## config.mk

```make
export PLATFORM = sky130hd
export DESIGN_NAME = lut3_vec_pipe
export DESIGN_NICKNAME = d
export VERILOG_FILES = /design/src/rtl/lut3_pkg.sv /design/src/rtl/lut3_vec_pipe_stage.sv /design/src/rtl/lut3_vec_pipe.sv
export SDC_FILE = /design/constraint.sdc
export NUM_CORES = 1
export LEC_CHECK = 0
export ABC_AREA = 1
export BUFFER_PORTS_ARGS = -buffer_cell sky130_fd_sc_hd__buf_4
export CAP_MARGIN = 20
export CORE_AREA = 2 2 89 74
export DETAILED_ROUTE_END_ITERATION = 12
export DIE_AREA = 0 0 91 76
export PLACE_DENSITY = 0.79
export SLEW_MARGIN = 30
export SYNTH_ARGS = -nofsm -noshare
export SYNTH_HDL_FRONTEND = slang
export SYNTH_HIERARCHICAL = 1
export SYNTH_SLANG_ARGS = --single-unit
```

## constraint.sdc

```tcl
create_clock -name clk -period 5.2 [get_ports clk]
set_clock_uncertainty 0.05 [all_clocks]
set_input_delay 0.52 -clock clk [delete_from_list [all_inputs] [get_ports clk]]
set_output_delay 0.52 -clock clk [all_outputs]
set_load 0.01 [all_outputs]
```

## src/rtl/lut3_pkg.sv

```systemverilog
// Shared types and helpers for the lut3_vec_pipe block.
// Truth-table indexing and popcount used by the datapath and toggle counter.
package lut3_pkg;

  localparam logic [7:0] LUT3_LEGACY = 8'hE0;
  localparam int POP_MAX_W = 64;

  function automatic logic [2:0] lut3_idx(
    input logic a,
    input logic b,
    input logic c
  );
    return {a, b, c};
  endfunction

  // Callers zero-extend narrower vectors; lanes above WIDTH add nothing.
  function automatic logic [6:0] popcount(
    input logic [POP_MAX_W-1:0] v
  );
    logic [6:0] n;
    n = '0;
    for (int i = 0; i < POP_MAX_W; i++) begin
      n = n + {6'd0, v[i]};
    end
    return n;
  endfunction

endpackage

```

## src/rtl/lut3_vec_pipe_stage.sv

```systemverilog
// One pipeline slot: valid bit plus data word.
// Loads from upstream whenever the slot is allowed to advance.
module pipe_stage #(
  parameter int W = 8
) (
  input  logic         clk,
  input  logic         rst,
  input  logic         adv_i,
  input  logic         up_valid_i,
  input  logic [W-1:0] up_data_i,
  output logic         valid_o,
  output logic [W-1:0] data_o
);

  logic         valid_q, valid_d;
  logic [W-1:0] data_q, data_d;

  always_comb begin
    valid_d = valid_q;
    data_d  = data_q;
    if (adv_i) begin
      valid_d = up_valid_i;
      data_d  = up_data_i;
    end
  end

  always_ff @(posedge clk or posedge rst) begin
    if (rst) begin
      valid_q <= 1'b0;
      data_q  <= '0;
    end else begin
      valid_q <= valid_d;
      data_q  <= data_d;
    end
  end

  assign valid_o = valid_q;
  assign data_o  = data_q;

endmodule

```

## src/rtl/lut3_vec_pipe.sv

```systemverilog
// Programmable 3-input LUT applied per lane, with a back-pressured
// register pipeline and a saturating output-toggle counter.
module lut3_vec_pipe
  import lut3_pkg::*;
#(
  parameter int         WIDTH   = 8,
  parameter int         STAGES  = 2,
  parameter int         CNT_W   = 16,
  parameter logic [7:0] LUT_RST = LUT3_LEGACY
) (
  input  logic             clk,
  input  logic             rst,
  input  logic             lut_we,
  input  logic [7:0]       lut_wdata,
  input  logic             in_valid,
  output logic             in_ready,
  input  logic [WIDTH-1:0] in_a,
  input  logic [WIDTH-1:0] in_b,
  input  logic [WIDTH-1:0] in_c,
  output logic             out_valid,
  input  logic             out_ready,
  output logic [WIDTH-1:0] out_f,
  input  logic             cnt_clr,
  output logic [CNT_W-1:0] toggle_cnt
);

  localparam int SUM_W = CNT_W + 8;
  localparam logic [CNT_W-1:0] CNT_MAX = '1;

  logic [7:0]       lut_q, lut_d;
  logic [WIDTH-1:0] f_eval;
  logic [STAGES:0]  vld;
  logic [WIDTH-1:0] dat [STAGES+1];
  logic [STAGES:1]  adv;

  always_comb begin
    lut_d = lut_q;
    if (lut_we) lut_d = lut_wdata;
  end

  always_ff @(posedge clk or posedge rst) begin
    if (rst) lut_q <= LUT_RST;
    else     lut_q <= lut_d;
  end

  always_comb begin
    f_eval = '0;
    for (int i = 0; i < WIDTH; i++) begin
      f_eval[i] = lut_q[lut3_idx(in_a[i], in_b[i], in_c[i])];
    end
  end

  // A slot may move when everything downstream of it can move or it is empty.
  always_comb begin
    adv = '0;
    adv[STAGES] = out_ready | ~vld[STAGES];
    for (int k = STAGES - 1; k >= 1; k--) begin
      adv[k] = adv[k+1] | ~vld[k];
    end
  end

  assign vld[0]   = in_valid;
  assign dat[0]   = f_eval;
  assign in_ready = adv[1];

  for (genvar k = 1; k <= STAGES; k++) begin : g_stage
    pipe_stage #(.W(WIDTH)) u_stage (
      .clk        (clk),
      .rst        (rst),
      .adv_i      (adv[k]),
      .up_valid_i (vld[k-1]),
      .up_data_i  (dat[k-1]),
      .valid_o    (vld[k]),
      .data_o     (dat[k])
    );
  end

  assign out_valid = vld[STAGES];
  assign out_f     = dat[STAGES];

  logic             out_xfer;
  logic [WIDTH-1:0] last_q, last_d;
  logic [CNT_W-1:0] cnt_q, cnt_d, cnt_base;
  logic [6:0]       pc;
  logic [SUM_W-1:0] sum;

  assign out_xfer = out_valid & out_ready;

  // Clear lands first so a coincident transfer is still counted.
  always_comb begin
    pc       = popcount(POP_MAX_W'(out_f ^ last_q));
    cnt_base = cnt_clr ? '0 : cnt_q;
    sum      = SUM_W'(cnt_base) + SUM_W'(pc);
    cnt_d    = cnt_base;
    last_d   = last_q;
    if (out_xfer) begin
      last_d = out_f;
      if (sum > SUM_W'(CNT_MAX)) cnt_d = CNT_MAX;
      else                       cnt_d = sum[CNT_W-1:0];
    end
  end

  always_ff @(posedge clk or posedge rst) begin
    if (rst) begin
      last_q <= '0;
      cnt_q  <= '0;
    end else begin
      last_q <= last_d;
      cnt_q  <= cnt_d;
    end
  end

  assign toggle_cnt = cnt_q;

endmodule
```

==> qor.csv <==
metric,value,unit
cp.required,5.39,ns
crit_path_max_incr_delay,0.54,ns
clkLatencyLatePin,0.32,ns
clkPwrFrac,0.175,
min-delay-path-class,primary input to asynchronous set/reset pin,
io_pins,64,
rsz0062_at_grt,false,
fmaxAchievable,0.254,GHz
crit_chain,xor2_1 > fa_1 > fa_1 > inv_1 > fa_1 > inv_1 > fa_1 > inv_1 > fa_1 > inv_1 > nand2_1 > nand3_2 > nand2_2 > nor2_8 > nand3_4 > o21ai_0,
fin_util,0.636,
ys_seq_area_frac,0.382,
layout_setup_ws,1.27,ns
clockBufferDepth,2,
drtIter0Drc,148,
place_ws,0.977,ns
p_seq_frac,0.366,
antenna_left,0,
critPathMaxFanout,16,
ys_types,29,
tns,0,ns
final.period_utilization,0.756,
cts_sinks,50,
cts_root_buf,clkbuf_8,
crit_slowest_cell,fa_1,
p_sw_frac,0.402,
stdcell_count,579,
cts-htree-levels,2,
crit_path_frequent_cell,fa_1,
clk_pin_slew,0.10,ns
place.gp.congestion,0.886,
cts_inserted_buffers,5,
dp_hpwl,5680,um
io_buffers,63,
syn2layout_area_growth,18.3,%
start_kind,flop,
diodes,0,
die_height,76,um
row_count,26,
combPwrFrac,0.459,
wire_per_inst,12.7,um
first_global_vias,2800,
multiInputGateArea,1720,um^2
status,finished clean,
ir_drop,0.000200,V
synth.net_count,482,
vias_per_cell,5.15,
grt_overflow,0,
ys_seq_elements,50,
drv_cap,0,
cts-resized-gates,0,
synthesis.area,3290,um^2
maxSlewViolCount,0,
drt_first_pass_iters,5,
end_kind,flop,
fill_cells,560,
finalWirelength,7350,um
track_usage,0.225,
regArea,1250,um^2
placedCellCount,571,
postCtsSetupBuffers,0,
nets,543,
cts_tree,done,
worstSetupPathType,flop to flop,
cp.arrival,4.12,ns
die_w,91,um
drc,0,
grt_max_degree,33,
die_area,6920,um^2
initial_core_util,0.537,
vias,2979,
drive_above_1_share,0.218,
yosysWarningCount,6,
core,6120,um^2
grt_pass1_wl,12800,um
avgSynthCellArea,7.59,um^2
syn_inst,433,
switching_power,0.566,mW
antenna_found_initial,0,
finalHoldViolations,0,
p_leak,2.13,nW
slew_headroom,0.659,
min_period,3.93,ns
cts_hold_repair.buffers,0,
internal_power,0.840,mW
tightest_slew,0.511,ns
power.density,362,nW/um^2
setup-violations-final,0,
cell usage after synthesis, drive strengths merged:
cell type / number / share of area
clkbuf: 4 / 0.0046
nand4: 5 / 0.0095
mux2: 4 / 0.014
buf: 6 / 0.021
o21bai: 1 / 0.0023
fa: 5 / 0.030
nor2: 32 / 0.054
dfrtp: 47 / 0.36
a21oi: 34 / 0.052
o21ai: 40 / 0.061
dfstp: 3 / 0.024
nand2: 133 / 0.16
clkinv: 4 / 0.0046
xnor2: 2 / 0.0053
inv: 54 / 0.064
xor2: 7 / 0.019
a31oi: 8 / 0.015
nor3: 1 / 0.0030
nand3: 37 / 0.074
ha: 6 / 0.023
state kept, by name (all words and copies together), names as in the netlist:
register,flops
g_stage.u_stage/data_o,16
toggle_cnt,16
lut_q,8
g_stage.u_stage/valid_o,2
last_q,8
layout make-up:
cell class	count	share of cell area
clock buffers	6	0.0212
repair buffers	64	0.124
flip-flops and latches	50	0.323
well taps	84	0.0270
inverters	58	0.0579
clock inverters	2	0.00418
multi-input cells	315	0.443
power groups by stage:
stage | clock network (mW) | registers [mW] | logic (mW)
2_1_floorplan | 0 | 0.521 | 0.457
3_5_place_dp | 0 | 0.522 | 0.650
3_3_place_gp | 0 | 0.518 | 0.621
6_report | 0.246 | 0.515 | 0.645
5_1_grt | 0.270 | 0.525 | 0.753
4_1_cts | 0.256 | 0.515 | 0.651
placed cells by master (no fill, tap or decap), drive strengths merged:
master and n:
a21oi 34, a31oi 8, buf 64, clkbuf 6, clkinv 4, clkinvlp 1, dfrtp 47, dfstp 3
fa 5, ha 6, inv 55, mux2 4, nand2 133, nand3 37, nand4 5, nor2 32
nor3 1, o21ai 40, o21bai 1, xnor2 2, xor2 7
worst max-delay path, delay by kind of cell (launching register included):
family / cells / cell delay, ns
XOR/XNOR: 1 / 0.20
AND/OR/NAND/NOR: 5 / 0.69
buffers and inverters: 4 / 0.31
flip-flops: 1 / 0.43
adder cells (fa/ha/maj): 5 / 2.02
AO/OA/AOI/OAI: 1 / 0.15
final timing paths:
| check | depth (start not counted) | slack [ns] | start | end |
|---|---|---|---|---|
| max in group asynchronous | 3 | 4.50 | rst | lut_q[7] |
| max | 16 | 1.27 | g_stage[2].u_stage/data_o[2] | toggle_cnt[0] |
| max reg2reg | 16 | 1.27 | g_stage[2].u_stage/data_o[2] | toggle_cnt[0] |
| min in group clk | 3 | 0.36 | lut_wdata[1] | lut_q[1] |
| min reg2reg | 2 | 0.42 | g_stage[1].u_stage/data_o[4] | g_stage[2].u_stage/data_o[4] |
| min | 2 | 0.12 | rst | g_stage[1].u_stage/data_o[0] |
stage by stage:
stage          instance area [um^2]  power (mW)  hold WS, ns
4_1_cts                        3890        1.42        0.114
6_report                       3890        1.41        0.118
3_3_place_gp                   3790        1.14        0.407
3_5_place_dp                   3790        1.17        0.407
2_1_floorplan                  3290       0.978        0.298
5_1_grt                        3890        1.55        0.129
cells by family (layout without fill, tap and decap cells):
| family | after synthesis | in the layout | share of synthesized area |
|---|---|---|---|
| xor+xnor | 9 | 9 | 0.0240 |
| flops | 50 | 50 | 0.382 |
| simple gates | 208 | 208 | 0.303 |
| mux | 4 | 4 | 0.0137 |
| buf+inv | 68 | 130 | 0.0937 |
| fa+ha+maj | 11 | 11 | 0.0533 |
| compound gates | 83 | 83 | 0.130 |
per-layer routing:
layer,wire (um),part of all wire,global-route usage
met2,3360,0.46,0.348
met1,3440,0.47,0.321
met5,0,0,0
met4,74,0.010,0.0485
met3,484,0.066,0.0584
No activity file was read; power rests on OpenSTA's default activity.
